<file path="src/rtl/uart_mmio_pkg.sv">
// Shared register map, STATUS bit positions and TX FSM encoding for the MMIO UART transmitter.
// Constants only; no timing or flow-control behaviour of its own.
package uart_mmio_pkg;

  localparam logic [3:0] OFF_TXDATA  = 4'h0;
  localparam logic [3:0] OFF_STATUS  = 4'h4;
  localparam logic [3:0] OFF_BAUDDIV = 4'h8;

  // Word index within the 16-byte window (addr[3:2]).
  localparam logic [1:0] REG_TXDATA  = OFF_TXDATA[3:2];
  localparam logic [1:0] REG_STATUS  = OFF_STATUS[3:2];
  localparam logic [1:0] REG_BAUDDIV = OFF_BAUDDIV[3:2];

  localparam int STAT_BUSY   = 0;
  localparam int STAT_FULL   = 1;
  localparam int STAT_EMPTY  = 2;
  localparam int STAT_OVF    = 3;
  localparam int STAT_CNT_LO = 4;
  localparam int STAT_CNT_HI = 6;

  localparam logic [1:0] ST_IDLE  = 2'd0;
  localparam logic [1:0] ST_START = 2'd1;
  localparam logic [1:0] ST_DATA  = 2'd2;
  localparam logic [1:0] ST_STOP  = 2'd3;

endpackage

</file>
<file path="src/rtl/uart_tx_fifo.sv">
// Byte FIFO between the store port and the serialiser; push/pop take effect on the clock edge, dout is the head.
// A push while full is dropped unless a pop happens in the same cycle.
module uart_tx_fifo
  import uart_mmio_pkg::*;
#(
  parameter int DEPTH = 4,
  parameter int WIDTH = 8,
  localparam int AW = $clog2(DEPTH),
  localparam int CW = AW + 1
) (
  input  logic             clk,
  input  logic             reset,
  input  logic             push,
  input  logic             pop,
  input  logic [WIDTH-1:0] din,
  output logic [WIDTH-1:0] dout,
  output logic             full,
  output logic             empty,
  output logic [CW-1:0]    count
);

  logic [WIDTH-1:0] mem [DEPTH];
  logic [AW-1:0]    wrPtr;
  logic [AW-1:0]    rdPtr;
  logic             doPush;
  logic             doPop;

  assign full   = (count == CW'(DEPTH));
  assign empty  = (count == '0);
  assign doPop  = pop && !empty;
  assign doPush = push && (!full || doPop);
  assign dout   = mem[rdPtr];

  always_ff @(posedge clk) begin
    if (doPush) begin
      mem[wrPtr] <= din;
    end
  end

  // Pointers wrap naturally at DEPTH since DEPTH is a power of two.
  always_ff @(posedge clk or negedge reset) begin
    if (!reset) begin
      wrPtr <= '0;
      rdPtr <= '0;
      count <= '0;
    end else begin
      if (doPush) begin
        wrPtr <= wrPtr + AW'(1);
      end
      if (doPop) begin
        rdPtr <= rdPtr + AW'(1);
      end
      case ({doPush, doPop})
        2'b10:   count <= count + CW'(1);
        2'b01:   count <= count - CW'(1);
        default: count <= count;
      endcase
    end
  end

endmodule

</file>
<file path="src/rtl/mmio_uart_tx.sv">
// MMIO UART transmitter: zero-latency register reads, stores queued and sent as 8N1; start bit 1 cycle after the store edge.
// No backpressure to the CPU: a store to a full FIFO is dropped and flags sticky overflow.
module mmio_uart_tx
  import uart_mmio_pkg::*;
#(
  parameter logic [31:0] BASE_ADDR = 32'h4000_0000,
  parameter int          DEPTH     = 4,
  parameter logic [15:0] DIV_RESET = 16'd867
) (
  input  logic        clk,
  input  logic        reset,
  input  logic [31:0] addr,
  input  logic [31:0] wdata,
  input  logic        MemRead,
  input  logic        MemWrite,
  output logic [31:0] rdata,
  output logic        sel,
  output logic        txd
);

  localparam int CW = $clog2(DEPTH) + 1;

  logic [1:0]    state;
  logic [15:0]   baudDiv;
  logic [15:0]   divLatch;
  logic [15:0]   bitCnt;
  logic [2:0]    bitIdx;
  logic [7:0]    shiftReg;
  logic          overflow;
  logic          txdReg;

  logic [1:0]    regIdx;
  logic          wrTxData;
  logic          wrStatus;
  logic          wrBaud;
  logic          bitDone;
  logic          busy;
  logic          pushDrop;
  logic [31:0]   statusWord;

  logic          fifoPush;
  logic          fifoPop;
  logic          fifoFull;
  logic          fifoEmpty;
  logic [7:0]    fifoDout;
  logic [CW-1:0] fifoCount;

  logic          unusedBits;
  assign unusedBits = ^{wdata[31:16], addr[1:0]};

  assign sel      = (addr[31:4] == BASE_ADDR[31:4]);
  assign regIdx   = addr[3:2];
  assign wrTxData = sel && MemWrite && (regIdx == REG_TXDATA);
  assign wrStatus = sel && MemWrite && (regIdx == REG_STATUS);
  assign wrBaud   = sel && MemWrite && (regIdx == REG_BAUDDIV);

  assign bitDone  = (bitCnt == 16'd0);
  assign busy     = (state != ST_IDLE);

  // Pop from IDLE, or at the end of STOP so the next start bit follows with no gap.
  assign fifoPop  = !fifoEmpty && ((state == ST_IDLE) || ((state == ST_STOP) && bitDone));
  assign fifoPush = wrTxData && (!fifoFull || fifoPop);
  assign pushDrop = wrTxData && !fifoPush;

  uart_tx_fifo #(
    .DEPTH (DEPTH),
    .WIDTH (8)
  ) u_fifo (
    .clk   (clk),
    .reset (reset),
    .push  (fifoPush),
    .pop   (fifoPop),
    .din   (wdata[7:0]),
    .dout  (fifoDout),
    .full  (fifoFull),
    .empty (fifoEmpty),
    .count (fifoCount)
  );

  always_comb begin
    statusWord = '0;
    statusWord[STAT_BUSY]  = busy;
    statusWord[STAT_FULL]  = fifoFull;
    statusWord[STAT_EMPTY] = fifoEmpty;
    statusWord[STAT_OVF]   = overflow;
    statusWord[STAT_CNT_HI:STAT_CNT_LO] = 3'(fifoCount);
  end

  always_comb begin
    rdata = '0;
    if (sel && MemRead) begin
      case (regIdx)
        REG_STATUS:  rdata = statusWord;
        REG_BAUDDIV: rdata = {16'd0, baudDiv};
        default:     rdata = '0;
      endcase
    end
  end

  // Set beats clear when a dropped push and an overflow clear land together.
  always_ff @(posedge clk or negedge reset) begin
    if (!reset) begin
      baudDiv  <= DIV_RESET;
      overflow <= 1'b0;
    end else begin
      if (wrBaud) begin
        baudDiv <= (wdata[15:0] == 16'd0) ? 16'd1 : wdata[15:0];
      end
      if (pushDrop) begin
        overflow <= 1'b1;
      end else if (wrStatus && wdata[STAT_OVF]) begin
        overflow <= 1'b0;
      end
    end
  end

  always_ff @(posedge clk or negedge reset) begin
    if (!reset) begin
      state    <= ST_IDLE;
      txdReg   <= 1'b1;
      bitCnt   <= 16'd0;
      divLatch <= DIV_RESET;
      bitIdx   <= 3'd0;
      shiftReg <= 8'd0;
    end else if (fifoPop) begin
      // Divisor is latched per frame so BAUDDIV writes mid-frame wait for the next one.
      state    <= ST_START;
      txdReg   <= 1'b0;
      shiftReg <= fifoDout;
      divLatch <= baudDiv;
      bitCnt   <= baudDiv;
    end else begin
      case (state)
        ST_START: begin
          if (bitDone) begin
            state    <= ST_DATA;
            txdReg   <= shiftReg[0];
            shiftReg <= {1'b0, shiftReg[7:1]};
            bitIdx   <= 3'd0;
            bitCnt   <= divLatch;
          end else begin
            bitCnt <= bitCnt - 16'd1;
          end
        end
        ST_DATA: begin
          if (bitDone) begin
            bitCnt <= divLatch;
            if (bitIdx == 3'd7) begin
              state  <= ST_STOP;
              txdReg <= 1'b1;
            end else begin
              bitIdx   <= bitIdx + 3'd1;
              txdReg   <= shiftReg[0];
              shiftReg <= {1'b0, shiftReg[7:1]};
            end
          end else begin
            bitCnt <= bitCnt - 16'd1;
          end
        end
        ST_STOP: begin
          if (bitDone) begin
            state <= ST_IDLE;
          end else begin
            bitCnt <= bitCnt - 16'd1;
          end
        end
        default: begin
          state <= ST_IDLE;
        end
      endcase
    end
  end

  assign txd = txdReg;

endmodule
</file>
<file path="config.mk">
export PLATFORM = sky130hd
export DESIGN_NAME = mmio_uart_tx
export DESIGN_NICKNAME = d
export VERILOG_FILES = /design/src/rtl/uart_mmio_pkg.sv /design/src/rtl/uart_tx_fifo.sv /design/src/rtl/mmio_uart_tx.sv
export SDC_FILE = /design/constraint.sdc
export NUM_CORES = 1
export LEC_CHECK = 0
export BUFFER_PORTS_ARGS = -buffer_cell sky130_fd_sc_hd__buf_4
export CORE_MARGIN = 1.5
export CORE_UTILIZATION = 45
export CTS_CLUSTER_DIAMETER = 150
export DETAILED_ROUTE_END_ITERATION = 12
export PLACE_DENSITY = 0.67
export SYNTH_ARGS = -nofsm -noshare
export SYNTH_HDL_FRONTEND = slang
export SYNTH_SLANG_ARGS = --single-unit
</file>
<file path="constraint.sdc">
create_clock -name clk -period 5.2 [get_ports clk]
set_input_delay 0.26 -clock clk [delete_from_list [all_inputs] [get_ports clk]]
set_output_delay 0.26 -clock clk [all_outputs]
set_load 0.02 [all_outputs]
</file>
# [Word level (Yosys, flattened, before mapping)]
# Memories as Yosys holds them, arrays and structs flattened.
# Cells that the tools add are included.
[word_totals] output_inout_bits=34 elab_cells=105 inputBits=68 mem_bits_rw=32 mem_count=1 latch_bits=0 regBits=70 rom_bits=0
[mem_list] memory="u_fifo.mem" words=4 word_bits=8 read_ports=1 rd_ports_with_merged_regs=0 wr=1 line="uart_tx_fifo.sv:22" rtl="logic [WIDTH-1:0] mem [DEPTH];"
[op_classes] eq_ne=19 reduce_logical=35 multipliers=0 n_div=0 bitwise_logic=1 n_mux=32 shifts=0 magnitude_cmp=0 add_sub_neg=6
[op_table] op="16-bit 2-to-1 mux" n=5
[op_table] op="16-bit case mux with 2 select lines" n=2
[op_table] op="16-bit zero test" n=2
[op_table] op="8-bit 2-to-1 mux" n=4
[op_table] op="28-bit by 27-bit equality test with 1-bit output (second input constant)" n=1
[op_table] op="3-bit inequality test (second input constant)" n=6
[op_table] op="8-bit case mux with 2 select lines" n=1
[op_table] op="16-bit by 1-bit subtractor with 16-bit output (second input constant)" n=1
[op_table] op="1-bit logical AND" n=12
[op_table] op="3-bit case mux with 2 select lines" n=2
[op_table] op="2-bit 2-to-1 mux" n=5
[op_table] op="3-bit 2-to-1 mux" n=3
[op_table] op="2-bit equality test (second input constant)" n=4
[op_table] op="1-bit 2-to-1 mux" n=8
[op_table] op="4-bit AND reduction" n=2
[op_table] op="2-bit nonzero test" n=4
[op_table] op="3-bit by 1-bit adder with 3-bit output (second input constant)" n=2
[op_table] op="2-bit by 1-bit equality test with 1-bit output (second input constant)" n=3
[op_table] op="3-bit equality test (second input constant)" n=2
[op_table] op="2-bit inequality test (second input constant)" n=3
[op_table] op="2-bit case mux with 3 select lines" n=1
[op_table] op="3-bit nonzero test" n=2
[op_table] op="5-bit AND reduction" n=1
[op_table] op="2-bit by 1-bit adder with 2-bit output (second input constant)" n=2
[op_table] op="other kinds (10)" n=15

# [Logic depth before layout (Yosys ltp)]
[logic_depth] word_depth=9 depth_mapped=14 mapped_depth_nobuf=13

# [Hierarchy]
# From an unflattened synthesis, not the netlist that was laid out.
[hier_totals] cells_unflattened=494 hier_area_um2=5255.0
[by_module_without_submodules] module="mmio_uart_tx" instances=1 seq_area_each_um2=1592.8 cells_per_inst=414 area_each_um2=3667.3
[by_module_without_submodules] module="uart_tx_fifo" instances=1 seq_area_each_um2=1136.1 cells_per_inst=80 area_each_um2=1587.8

# [Worst setup path after synthesis]
# No wires, ideal clock.
[synth_path] path_type="register to register" start="reg bitCnt[10]" end="reg u_fifo.count[2]" arrival_time_ns=2.591 path_buffers=2 setup_ns=0.079 required_ns=5.121 setup_slack_ns=2.530 stages_incl_launch_ff=13 synth_period_minus_slack_ns=2.670 cell_sequence="dfrtp_1 -> buf_2 -> nor4_4 -> and3_1 -> a41oi_2 -> inv_2 -> buf_2 -> ha_1 -> inv_1 -> fa_1 -> xor2_1 -> nor2_1 -> xor2_1"
[synth_via] elab_chain_cells=9 word_cells_on_any_way=13 classes_between="eq/ne (2); mux (1); reduce/logical (10)"
[synth_lines] element="start: declaration" line="mmio_uart_tx.sv:26" rtl="logic [15:0] bitCnt;"
[synth_lines] element="start signal: assignment" line="mmio_uart_tx.sv:131" rtl="bitCnt <= baudDiv;"
[synth_lines] element="start signal: assignment" line="mmio_uart_tx.sv:140" rtl="bitCnt <= divLatch;"
[synth_lines] element="start signal: assignment" line="mmio_uart_tx.sv:142" rtl="bitCnt <= bitCnt - 16'd1;"
[synth_lines] element="16-bit zero test (*)" line="mmio_uart_tx.sv:57" rtl="assign bitDone = (bitCnt == 16'd0);"
[synth_lines] element="1-bit logical AND (*)" line="mmio_uart_tx.sv:61" rtl="assign fifoPop = !fifoEmpty && ((state == ST_IDLE) || ((state == ST_STOP) && bitDone));"
[synth_lines] element="1-bit logical OR (*)" line="mmio_uart_tx.sv:61"
[synth_lines] element="1-bit logical AND (*)" line="mmio_uart_tx.sv:61"
[synth_lines] element="net fifoPop" line="mmio_uart_tx.sv:42" rtl="logic fifoPop;"
[synth_lines] element="1-bit logical OR / 1-bit logical AND (equally long branches)" line="mmio_uart_tx.sv:62, uart_tx_fifo.sv:30"
[synth_lines] element="1-bit logical AND / 1-bit logical OR (equally long branches)" line="mmio_uart_tx.sv:62, uart_tx_fifo.sv:31"
[synth_lines] element="1-bit logical AND" line="uart_tx_fifo.sv:31" rtl="assign doPush = push && (!full || doPop);"
[synth_lines] element="2-bit by 1-bit equality test with 1-bit output / 2-bit equality test (equally long branches)" line="uart_tx_fifo.sv:53" rtl="case ({doPush, doPop})"
[synth_lines] element="3-bit case mux with 2 select lines / 2-bit nonzero test (equally long branches)"
[synth_lines] element="end signal: assignment" line="uart_tx_fifo.sv:54" rtl="2'b10: count <= count + CW'(1);"
[synth_lines] element="end signal: assignment" line="uart_tx_fifo.sv:55" rtl="2'b01: count <= count - CW'(1);"
[synth_lines] element="end signal: assignment" line="uart_tx_fifo.sv:56" rtl="default: count <= count;"
[synth_lines] element="end: declaration" line="uart_tx_fifo.sv:19" rtl="output logic [CW-1:0] count"
# The timed path passes the listed nets; every way through them passes the cells marked *.
# A chain may end at the register's enable or synchronous reset.

# [Worst setup path in the final report]
[layout_path] start="reg bitCnt[4]" end="reg u_fifo.count[2]"
[layout_via] elab_chain_cells=9 word_cells_on_any_way=13 classes_between="eq/ne (2); mux (1); reduce/logical (10)"
[layout_lines] element="16-bit zero test (*)" line="mmio_uart_tx.sv:57"
[layout_lines] element="1-bit logical AND (*)" line="mmio_uart_tx.sv:61"
[layout_lines] element="1-bit logical OR (*)" line="mmio_uart_tx.sv:61"
[layout_lines] element="1-bit logical AND (*)" line="mmio_uart_tx.sv:61"
[layout_lines] element="1-bit logical OR / 1-bit logical AND (equally long branches)" line="mmio_uart_tx.sv:62, uart_tx_fifo.sv:30"
[layout_lines] element="1-bit logical AND / 1-bit logical OR (equally long branches)" line="mmio_uart_tx.sv:62, uart_tx_fifo.sv:31"
[layout_lines] element="1-bit logical AND" line="uart_tx_fifo.sv:31"
[layout_lines] element="2-bit by 1-bit equality test with 1-bit output / 2-bit equality test (equally long branches)" line="uart_tx_fifo.sv:53"
[layout_lines] element="3-bit case mux with 2 select lines / 2-bit nonzero test (equally long branches)"
# Mark *: on every way between the ends. The rest lies on a longest branch, timed or not.

==> reports/summary.txt <==
crit path capture type -> register
dpl hpwl -> 7972 µm
starting density of the core -> 45.93%
top cell type's share of synthesized area -> 27.43%
CP startpoint -> bitCnt[4]
synthesized netlist cell count -> 473
CORE AREA -> 11320 µm²
Reg clk slew, reported paths -> 0.07 ns
Root Buffer -> clkbuf_16
Worst Skew -> 0.01036 ns
post-synthesis async set-or-reset flop share -> 68.63%
Worst Hold Class -> in -> async
final WL -> 11340 µm
Clock Tree Buf Depth -> 2
Yosys cell types -> 58
Placed Instance Area -> 5725 µm²
reg2reg path depth -> 12
Slew HR -> 35.37%
P_sw -> 0.0003697 W
Die Span X -> 110.5 µm
post-CTS setup buffers -> 0
IO Port Bufs -> 67
vias in the first global route -> 3913
DRT iter0 DRCs -> 164
Sw Ratio -> 23.23%
first-pass GRT wire length -> 19190 µm
worst skew pair latency -> 0.34 ns
Worst-Margin Slew -> 0.9694 ns
critical path cell sequence -> nor3_2 > and3_1 > nand3_1 > nand4_1 > and3_1 > inv_2 > ha_1 > inv_1 > fa_1 > xor2_1 > nor2_1 > xor2_1
Worst Path Buf+Inv -> 2
routability congestion estimate -> 0.8225
design area -> 6006 µm²
unrepaired setup endpoints after global routing -> no
worst r2r src -> bitCnt[4]
FF-to-FF setup slack -> 2.31 ns
IO Pins -> 102
final hold violation count -> 0
synthesized cell area -> 5200 µm²
drt drc -> 0
Total Power -> 0.001592 W
PwrDens -> 265.0 nW/µm²
P_int -> 0.001222 W
largest net degree at the start of global routing -> 71
Vias -> 3740
Num CTS Buffers -> 9
Final min period -> 2.888 ns
Core Util, Final -> 53.05%
FMAX -> 0.3463 GHz
GRT Total Usage -> 19.56%
# nets final -> 615
max_cap viols -> 0
max incr delay on CP -> 0.46 ns
peak supply drop -> 0.2311 mV
die area -> 12210 µm²
Lkg Pwr -> 2.685 nW
Vias/cell -> 5.516
share of post-route cells with drive strength above 1 -> 21.68%
FF+latch count, synth -> 102
Resized cells post-CTS -> 0
CP max-delay cell -> nor3_2
Std-Cell Rows -> 39
Setup crit start kind -> register
CTS Sinks -> 102
final setup TNS -> 0 ns
Seq/Total Area, Yosys -> 52.48%
Setup CP Type -> reg -> reg
Syn-to-layout area delta -> 15.50%
Crit Path Max Fanout -> 8
synth top area cells -> dfrtp_1 (27%), edfxtp_1 (18%), dfstp_2 (6.6%)
CTS tree -> yes
number of synthesized flops with an enable pin -> 32
CTS H-Tree Depth -> 3
Worst Path Arrival -> 3.11 ns
yosys warns -> 0
Synth Flop Type -> dfrtp_1
Clk pwr share -> 40.0%
Synth area leader -> dfrtp_1
Flop pwr share -> 54.3%
combinational fraction of design power -> 5.7%
Ant. Diodes -> 0
Worst Path Required -> 5.42 ns
WL/cell -> 16.72 µm
hold_ws -> 0.02497 ns
post-route clock period utilization -> 55.53%
fin. max-slew vios -> 0
hold buffers post-CTS -> 0
status -> completed
GRT overflow -> 0
chip height -> 110.5 µm
Final ANT Viol Nets -> 0
initial antenna violation count -> 0
final setup fails -> 0
critical path's top delay family -> simple AND/OR/NAND/NOR gates
Worst R2R End -> u_fifo.count[2]
post-synthesis area per instance -> 10.99 µm²
DRT Pass-1 Iters -> 5
-- synth_stat cells, types with 2 or more instances --
master	instances
o31a_1	4
o211ai_1	3
xnor2_1	8
mux4_2	8
mux2_1	16
nor3_1	8
nand4_1	3
buf_4	16
buf_6	2
nor2_1	29
dfstp_2	13
edfxtp_1	32
and3_1	5
buf_1	4
o2bb2ai_1	2
or3_1	2
a211oi_1	7
buf_2	11
a21oi_1	7
o311ai_1	2
inv_2	2
nand3_1	9
nand2_1	86
and2_1	15
ha_1	16
mux2i_1	10
o31ai_1	3
nor4_1	10
clkbuf_1	6
nor3b_1	3
a31oi_1	3
o21ai_1	16
inv_1	13
o2111ai_1	2
xor2_1	4
a22oi_1	7
a221o_1	9
dfrtp_1	57
-- layout by cell type, fill, tap and decap left out, types with 9 or more instances in the layout --
cell / count
a221o_1: 9
and2_1: 15
buf_4: 70
clkbuf_16: 9
conb_1: 16
dfrtp_1: 57
dfstp_2: 13
edfxtp_1: 32
ha_1: 16
inv_1: 13
mux2_1: 16
mux2i_1: 10
nand2_1: 86
nand3_1: 9
nor2_1: 29
nor4_1: 10
o21ai_1: 16
-- worst register-to-register path, stage by stage (launching register included) --
cell	delay [ns]
dfrtp_1	0.45
nor3_2	0.46
and3_1	0.33
nand3_1	0.15
nand4_1	0.16
and3_1	0.33
inv_2	0.05
ha_1	0.20
inv_1	0.08
fa_1	0.18
xor2_1	0.17
nor2_1	0.08
xor2_1	0.14
-- layout make-up --
type | instances | area, µm²
fill | 1021 | 5315
timing repair buffer | 70 | 525.5
tap | 143 | 178.9
clock inverter | 7 | 55.05
sequential | 102 | 2729
multi-input combinational | 332 | 2236
clock buffer | 9 | 225.2
inverter | 15 | 56.30
-- logic make-up after synthesis --
| logic type | after synthesis | share of synthesized area (%) |
|---|---|---|
| muxes | 34 | 8.855 |
| xor gates and xnor gates | 12 | 2.021 |
| adders and majority gates | 17 | 4.235 |
| and+or+nand+nor | 179 | 16.29 |
| buffers and inverters | 54 | 5.606 |
| AOI/OAI and AO/OA | 74 | 10.44 |
| other | 1 | 0.07212 |
| DFF | 102 | 52.48 |
-- state kept, by name, summed over array words and instances (netlist names) --
signal	flops
bitIdx	3
divLatch	16
bitCnt	16
state	2
u_fifo.count	3
u_fifo.rdPtr	2
u_fifo.mem	32
baudDiv	16
txd	1
u_fifo.wrPtr	2
shiftReg	8
overflow	1
-- layer usage --
metal  wire length [µm]  global-route usage, %  vias to the layer above
met1               4678                  23.96                     1863
met5                  0                      0                        -
met3                539                  4.446                        8
met2               6011                  34.69                       91
li1                   -                      -                     1778
met4                106                  5.299                        0
-- worst max-delay path by stage --
| stage | end | slack, ns | cells past startpoint |
|---|---|---|---|
| final | u_fifo.count[2] | 2.31 | 12 |
| after floorplan | u_fifo.count[2] | 2.53 | 12 |
| after detailed placement | u_fifo.count[2] | 2.35 | 12 |
| after global placement | u_fifo.count[2] | 2.46 | 12 |
| after global routing | u_fifo.count[2] | 2.14 | 12 |
| after CTS | u_fifo.count[2] | 2.33 | 12 |
-- power by group through the flow --
stage | sequential [W] | combinational (W) | clock, W
4_1_cts | 0.000864 | 0.0000917 | 0.000653
3_3_place_gp | 0.000879 | 0.0000886 | 0
6_report | 0.000864 | 0.0000901 | 0.000637
2_1_floorplan | 0.000875 | 0.0000494 | 0
5_1_grt | 0.000867 | 0.000102 | 0.000684
3_5_place_dp | 0.000880 | 0.0000912 | 0
-- stage by stage --
step / worst slack, ns / instances
finish: 2.312 / 678
global placement: 2.459 / 662
CTS: 2.331 / 678
global route: 2.145 / 678
detailed placement: 2.349 / 662
floorplan: 2.530 / 488
Power figures use the tool's default switching activity.
